$ cat config.mk
export PLATFORM = sky130hd
export DESIGN_NAME = time_of_day_clock
export DESIGN_NICKNAME = d
export VERILOG_FILES = /design/src/rtl/tod_pkg.sv /design/src/rtl/bcd_mod60_counter.sv /design/src/rtl/time_of_day_clock.sv
export SDC_FILE = /design/constraint.sdc
export NUM_CORES = 1
export LEC_CHECK = 0
export CAP_MARGIN = 10
export CORE_ASPECT_RATIO = 1.1
export CORE_MARGIN = 8
export CORE_UTILIZATION = 49
export CTS_CLUSTER_DIAMETER = 60
export DETAILED_ROUTE_END_ITERATION = 16
export GPL_TIMING_DRIVEN = 0
export PLACE_DENSITY_LB_ADDON = 0.2
export SLEW_MARGIN = 20
export SYNTH_ARGS = -nofsm -noshare
export SYNTH_HDL_FRONTEND = slang
export SYNTH_HIERARCHICAL = 1
export SYNTH_SLANG_ARGS = --single-unit
$ cat constraint.sdc
create_clock -name clk -period 9 [get_ports clk]
set_clock_uncertainty 0.05 [all_clocks]
set_input_delay 0.9 -clock clk [delete_from_list [all_inputs] [get_ports clk]]
set_output_delay 0.9 -clock clk [all_outputs]
set_load 0.05 [all_outputs]
$ cat src/rtl/tod_pkg.sv
// Shared BCD types, constants and helpers for the time-of-day clock.
package tod_pkg;

    typedef logic [7:0] bcd8_t;

    localparam bcd8_t HOUR_RESET   = 8'h12;
    localparam bcd8_t HOUR_MIN     = 8'h01;
    localparam bcd8_t HOUR_PM_EDGE = 8'h11;
    localparam bcd8_t BCD_59       = 8'h59;
    localparam bcd8_t BCD_ZERO     = 8'h00;

    // One BCD step: low digit 9 rolls to 0 and carries into the high digit.
    function automatic bcd8_t bcd_inc(input bcd8_t v);
        bcd8_t r;
        if (v[3:0] == 4'd9) begin
            r = {v[7:4] + 4'd1, 4'd0};
        end else begin
            r = {v[7:4], v[3:0] + 4'd1};
        end
        return r;
    endfunction

    // True when both nibbles are decimal digits.
    function automatic logic bcd_digits_ok(input bcd8_t v);
        return (v[7:4] <= 4'd9) && (v[3:0] <= 4'd9);
    endfunction

endpackage

$ cat src/rtl/bcd_mod60_counter.sv
// Two-digit BCD modulo-60 counter used for both seconds and minutes.
module bcd_mod60_counter
    import tod_pkg::*;
(
    input  logic  clk,
    input  logic  rst,
    input  logic  en_i,
    input  logic  load_i,
    input  bcd8_t load_val_i,
    output bcd8_t value_o,
    output logic  carry_c_o
);

    bcd8_t value_q;
    bcd8_t value_d;

    // Next value: a load wins over counting; 59 wraps to 00.
    always_comb begin
        value_d = value_q;
        if (load_i) begin
            value_d = load_val_i;
        end else if (en_i) begin
            value_d = (value_q == BCD_59) ? BCD_ZERO : bcd_inc(value_q);
        end
    end

    // Carry fires in the same cycle the counter wraps 59 -> 00.
    assign carry_c_o = en_i && !load_i && (value_q == BCD_59);

    // Value register with synchronous reset.
    always_ff @(posedge clk) begin
        if (rst) begin
            value_q <= BCD_ZERO;
        end else begin
            value_q <= value_d;
        end
    end

    assign value_o = value_q;

endmodule

$ cat src/rtl/time_of_day_clock.sv
// 12-hour BCD time-of-day clock driven by a 1 Hz strobe from a clk prescaler.
// Optional feature macro: TOD_TIME_SET_EN adds the set_* ports and time-load logic.
module time_of_day_clock
    import tod_pkg::*;
#(
    parameter int unsigned TICKS_PER_SEC = 50000000
) (
    input  logic       clk,
    input  logic       rst,
`ifdef TOD_TIME_SET_EN
    input  logic       set_valid,
    input  logic [7:0] set_hours,
    input  logic [7:0] set_minutes,
    input  logic       set_pm,
    output logic       set_err,
`endif
    output logic [7:0] hours,
    output logic [7:0] minutes,
    output logic [7:0] seconds,
    output logic       pm,
    output logic       hour_tick
);

    localparam int unsigned PRESC_W = (TICKS_PER_SEC > 1) ? $clog2(TICKS_PER_SEC) : 1;
    localparam logic [PRESC_W-1:0] PRESC_MAX = PRESC_W'(TICKS_PER_SEC - 1);

    logic [PRESC_W-1:0] presc_q;
    logic [PRESC_W-1:0] presc_d;
    bcd8_t              hours_q;
    bcd8_t              hours_d;
    logic               pm_q;
    logic               pm_d;
    logic               hour_tick_q;
    logic               hour_tick_d;

    logic  strobe_c;
    logic  load_c;
    bcd8_t load_hours_c;
    bcd8_t load_minutes_c;
    logic  load_pm_c;
    logic  sec_carry_c;
    logic  min_carry_c;
    bcd8_t sec_value;
    bcd8_t min_value;

    assign strobe_c = (presc_q == PRESC_MAX);

`ifdef TOD_TIME_SET_EN
    logic req_ok_c;
    logic set_err_q;
    logic set_err_d;

    // A request is legal only with decimal digits, hours 01..12 and minutes 00..59.
    assign req_ok_c = bcd_digits_ok(set_hours) && bcd_digits_ok(set_minutes)
                   && (set_hours != BCD_ZERO) && (set_hours <= HOUR_RESET)
                   && (set_minutes <= BCD_59);

    assign load_c         = set_valid && req_ok_c;
    assign set_err_d      = set_valid && !req_ok_c;
    assign load_hours_c   = set_hours;
    assign load_minutes_c = set_minutes;
    assign load_pm_c      = set_pm;

    // Reject pulse register.
    always_ff @(posedge clk) begin
        if (rst) begin
            set_err_q <= 1'b0;
        end else begin
            set_err_q <= set_err_d;
        end
    end

    assign set_err = set_err_q;
`else
    assign load_c         = 1'b0;
    assign load_hours_c   = HOUR_RESET;
    assign load_minutes_c = BCD_ZERO;
    assign load_pm_c      = 1'b0;
`endif

    // Prescaler restarts on its own wrap and on an accepted load.
    always_comb begin
        presc_d = presc_q + PRESC_W'(1);
        if (load_c || strobe_c) begin
            presc_d = '0;
        end
    end

    // Seconds: a load clears them and swallows a coincident strobe.
    bcd_mod60_counter u_seconds (
        .clk        (clk),
        .rst        (rst),
        .en_i       (strobe_c && !load_c),
        .load_i     (load_c),
        .load_val_i (BCD_ZERO),
        .value_o    (sec_value),
        .carry_c_o  (sec_carry_c)
    );

    // Minutes advance on the seconds wrap.
    bcd_mod60_counter u_minutes (
        .clk        (clk),
        .rst        (rst),
        .en_i       (sec_carry_c),
        .load_i     (load_c),
        .load_val_i (load_minutes_c),
        .value_o    (min_value),
        .carry_c_o  (min_carry_c)
    );

    // Hours in 12-hour form: 11 -> 12 flips AM/PM, 12 -> 01 keeps it.
    always_comb begin
        hours_d     = hours_q;
        pm_d        = pm_q;
        hour_tick_d = 1'b0;
        if (load_c) begin
            hours_d = load_hours_c;
            pm_d    = load_pm_c;
        end else if (min_carry_c) begin
            hour_tick_d = 1'b1;
            if (hours_q == HOUR_RESET) begin
                hours_d = HOUR_MIN;
            end else begin
                hours_d = bcd_inc(hours_q);
                if (hours_q == HOUR_PM_EDGE) begin
                    pm_d = ~pm_q;
                end
            end
        end
    end

    // State registers; reset overrides loads and strobes.
    always_ff @(posedge clk) begin
        if (rst) begin
            presc_q     <= '0;
            hours_q     <= HOUR_RESET;
            pm_q        <= 1'b0;
            hour_tick_q <= 1'b0;
        end else begin
            presc_q     <= presc_d;
            hours_q     <= hours_d;
            pm_q        <= pm_d;
            hour_tick_q <= hour_tick_d;
        end
    end

    assign hours     = hours_q;
    assign minutes   = min_value;
    assign seconds   = sec_value;
    assign pm        = pm_q;
    assign hour_tick = hour_tick_q;

endmodule

# Word-level counts from Yosys, hierarchy flattened
# Cells that the tools add are included.
word_totals:
  ff_bits: 52
  output_inout_bits: 26
op_classes:
  addsub: 7
  eq_ne: 8
  muxes: 7
  bitwise_logic: 2
  n_reduce_logical: 10
op_table:
  columns: ["operator", "count"]
  rows:
  - ["$mux 8", 6]
  - ["$add 26x1->26 const B", 1]
  - ["$eq 26x26->1 const B", 1]
  - ["$add 4x1->4 const B", 6]
  - ["$eq 8x5->1 const B", 2]
  - ["$eq 8x7->1 const B", 2]
  - ["$eq 4x4->1 const B", 3]
  - ["$reduce_and 2->1", 3]
  - ["$reduce_bool 2->1", 3]
  - ["$reduce_and 3->1", 1]
  - ["$logic_and 1x1->1", 2]
  - ["$not 1->1", 2]
  - ["$reduce_or 2->1", 1]
  - ["$mux 1", 1]

# Longest topological paths before layout
depth:
  depth_word: 4
  ltp_mapped: 13
  depth_no_buf: 12

# Cells and area by module
# The synthesis kept the hierarchy.
by_module_without_submodules:
  columns: ["module", "instances", "cells_per_inst", "area_per_inst_um2", "seq_area_each_um2"]
  rows:
  - ["time_of_day_clock", 1, 201, 1756.7, 720.7]
  - ["bcd_mod60_counter", 2, 65, 526.8, 160.2]

# Least setup slack after synthesis
# Ideal clock, no wire load.
synth_path:
  path_type: "register -> register"
  start: "register presc_q[0]"
  end: "register pm_q (netlist: pm)"
  setup_time_ns: 0.128
  arrival_ns: 3.610
  t_required_ns: 8.822
  slack_ns: 5.212
  path_stages_with_launch: 14
  n_path_buf: 1
  path_cell_list: "dfxtp_1 -> ha_1 -> nand2_1 -> or2_4 -> nor4_1 -> nand4b_1 -> nor4_1 -> nand4b_1 -> nor4_1 -> clkbuf_1 -> and3b_1 -> nand3_1 -> xor2_1 -> nor2_1"
synth_between:
  elab_chain_cells: 4
synth_rtl:
  columns: ["item", "line", "text"]
  rows:
  - ["start, declared", "time_of_day_clock.sv:27", "logic [PRESC_W-1:0] presc_q;"]
  - ["start signal, assigned", "time_of_day_clock.sv:140", "presc_q <= presc_d;"]
  - ["$eq 26x26->1", "time_of_day_clock.sv:46", "assign strobe_c = (presc_q == PRESC_MAX);"]
  - ["net strobe_c", "time_of_day_clock.sv:36", "logic strobe_c;"]
  - ["$logic_and 1x1->1", "bcd_mod60_counter.sv:28", "assign carry_c_o = en_i && !load_i && (value_q == BCD_59);"]
  - ["net sec_carry_c", "time_of_day_clock.sv:41", "logic sec_carry_c;"]
  - ["$logic_and 1x1->1", "bcd_mod60_counter.sv:28", null]
  - ["$reduce_and 3->1 (no source line)", null, null]
  - ["end signal, assigned", "time_of_day_clock.sv:142", "pm_q <= pm_d;"]
  - ["end, declared", "time_of_day_clock.sv:31", "logic pm_q;"]
# The timed path passes the listed nets, and every way through them passes these cells.
# A chain may end at the register's enable or synchronous reset.

# Worst setup path in the final report
# Same ends and word-level chain as after synthesis.

==> impl_metrics.json <==
{
  "crit_type": "reg -> reg",
  "p_leak_nw": 1.17,
  "drive_gt1_share_pct": 5.99,
  "cts-resized-gates": 0,
  "cts.clk_slew.worst_paths_ns": 0.09,
  "die_h_um": 95.4,
  "cts_tree": "built",
  "die_w_um": 88.2,
  "drtAntennaViolNets": 0,
  "finalSetupViolations": 0,
  "status": "finished, final reports clean",
  "antenna_cells": 0,
  "clk_latency_ns": 0.30,
  "finalMaxSlewViolations": 0,
  "io_pins": 28,
  "cpPeakStageDelay_ns": 0.86,
  "dp.cells": 454,
  "floorplan.initialDensity_pct": 49.6,
  "die_area_um2": 8420,
  "crit_top_cell": "nor4_1",
  "cp-start-kind": "flop",
  "cap_violations": 0,
  "power_density_nw_per_um2": 127,
  "rows": 29,
  "wl_um": 5890,
  "final-hold-violation-count": 0,
  "syn_inst": 331,
  "grt.overflow.total": 0,
  "dpl.hpwl_um": 4390,
  "track_usage_pct": 15.0,
  "hp-class": "reg -> reg",
  "critPathCaptureType": "flop",
  "detail_route.iter0.violations": 111,
  "numPortBuffers": 27,
  "yosysTopAreaCellShare_pct": 37.0,
  "crit_path_cell_trace": "ha_1 > nand2_1 > or2_4 > nor4_1 > nand4b_1 > nor4_1 > nand4b_1 > nor4_1 > clkbuf_1 > and3b_1 > nand3_1 > xor2_1 > nor2_1",
  "seq_area_frac_synth_pct": 37.0,
  "ys_types": 52,
  "final_cells": 461,
  "area_growth_syn_to_layout_pct": 18.3,
  "fmax_ghz": 0.214,
  "drc": 0,
  "htree_levels": 2,
  "place.gp.congestion": 0.893,
  "coreArea_um2": 5660,
  "antenna_found_initial": 0,
  "fillers": 561,
  "cpMaxStageDelayCell": "nor4_1",
  "crit_fanout": 9,
  "grt_max_degree": 15,
  "synth_area_leaders": "dfxtp_1, nor2_1, xnor2_1",
  "cts_made_buffers": 5,
  "cts-hold-fix-buffers": 0,
  "nets": 393,
  "grt_pass1_wl_um": 10300,
  "ys_ff_latch": 52,
  "fin_tns_setup_ns": 0,
  "slew_headroom_pct": 33.3,
  "dr.pass1.iters": 4,
  "post-cts-setup-buffers": 0,
  "rsz0062_at_grt": "no",
  "synth-edff-count": 0,
  "async_reset_ff_share_pct": 0,
  "arrival_ns": 4.86,
  "wl_per_cell_um": 12.8,
  "yosys_most_used_dff": "dfxtp_1",
  "yosysTopAreaCell": "dfxtp_1",
  "ir_drop_v": 0.0000765,
  "netlist_area_um2": 2810,
  "fin_crit_ns": 4.68,
  "avgSynthCellArea_um2": 8.49,
  "routed-via-count": 2487,
  "cts.root.buffer_cell": "clkbuf_8",
  "clock_sinks": 52,
  "grt_pass1_vias": 2380,
  "viasPerCell": 5.39,
  "tightest_slew_ns": 0.991,
  "worstPathRequired_ns": 9.18,
  "yosys_warnings": 6,
  "period_share_pct": 52.0,
  "clk_path_buf_depth": 2
}
-- Yosys cell counts (3+ instances only) --
cell and number:
dfxtp_1 52, nor2_1 33, nand2_1 23, inv_1 22, nand3_1 22, xnor2_1 14
a21oi_1 13, nand4_1 13, o21ai_0 11, xor2_1 11, ha_1 7, nor3_1 7
nor4_1 7, or4_1 7, clkbuf_1 6, nor2b_1 6, o211ai_1 6, buf_6 5
o31ai_1 5, or3_1 5, and4_1 4, and4b_1 4, nand4b_1 4, and3_1 3
-- layout make-up --
class	instances	area (um2)	area share [%]
multi-input cells	264	1670	50.3
flip-flops and latches	52	1040	31.3
repair buffers	27	270	8.13
well taps	77	96.3	2.90
plain buffers	12	86.3	2.60
inverters	22	82.6	2.48
clock buffers	6	72.6	2.18
clock inverters	1	5.00	0.150
-- through the flow --
stage	cell area [um2]	setup WS (ns)	power (mW)	hold WS (ns)	util [%]
floorplan	2880	5.21	0.286	0.388	-
global placement	3250	4.39	0.300	0.406	57.4
detailed placement	3250	4.34	0.301	0.412	57.4
CTS	3330	4.32	0.426	0.433	58.8
global route	3330	3.96	0.441	0.450	58.8
finish	3330	4.32	0.422	0.429	58.8
-- layer usage --
metal / global-route usage (%) / wire (um)
met1: 16.9 / 2720
met2: 27.4 / 2900
met3: 2.24 / 180
met4: 5.92 / 91
met5: 0 / 0
-- worst paths after layout --
check	start	endpoint	slack [ns]	depth (start not counted)
min reg2reg	presc_q[0]	presc_q[0]	0.43	1
max	presc_q[0]	pm	4.32	13
max reg2reg	presc_q[0]	pm	4.32	13
min	presc_q[0]	presc_q[0]	0.43	1
-- critical path: cells and delay by family (launching register included) --
family                     cells  cell delay [ns]
DFF                            1             0.39
adders and majority gates      1             0.27
buffers and inverters          1             0.36
xor gates and xnor gates       1             0.17
and+or+nand+nor               10             3.38
-- cells in the final DEF, fill, tap and decap left out, types with 3 or more instances in the layout --
cell type / instances
dfxtp_1: 52
nor2_1: 33
clkdlybuf4s50_1: 27
nand2_1: 23
inv_1: 22
nand3_1: 22
conb_1: 20
xnor2_1: 14
nand4_1: 13
a21oi_1: 13
o21ai_0: 11
xor2_1: 11
nor4_1: 7
or4_1: 7
nor3_1: 7
clkbuf_1: 7
ha_1: 7
nor2b_1: 6
o211ai_1: 6
o31ai_1: 5
buf_6: 5
or3_1: 5
clkbuf_8: 5
and4_1: 4
nand4b_1: 4
and4b_1: 4
and3_1: 3
-- power breakdown --
part / internal, mW / switching, mW / leakage [nW]
Combinational: 0.0192 / 0.0348 / 0.710
Clock: 0.0531 / 0.0731 / 0.0410
Sequential: 0.236 / 0.00656 / 0.423
Total: 0.308 / 0.114 / 1.17
-- flip-flops by register name (all words and copies together) (netlist names) --
name and count:
pm 1, hours 8, u_minutes/value_o 8, presc_q 26, u_seconds/value_o 8, hour_tick 1
-- cell families (layout without fill, tap and decap cells) --
kind of cell	Yosys count	count (layout)	share of synthesized area, %
XOR/XNOR	25	25	7.79
adder cells (fa/ha/maj)	7	7	3.12
flip-flops	52	52	37.0
AO/OA/AOI/OAI	57	57	14.6
AND/OR/NAND/NOR	155	155	31.3
buffers and inverters	34	68	6.01
other	1	20	0.133
Note: power is estimated with default switching activity, not from simulation.
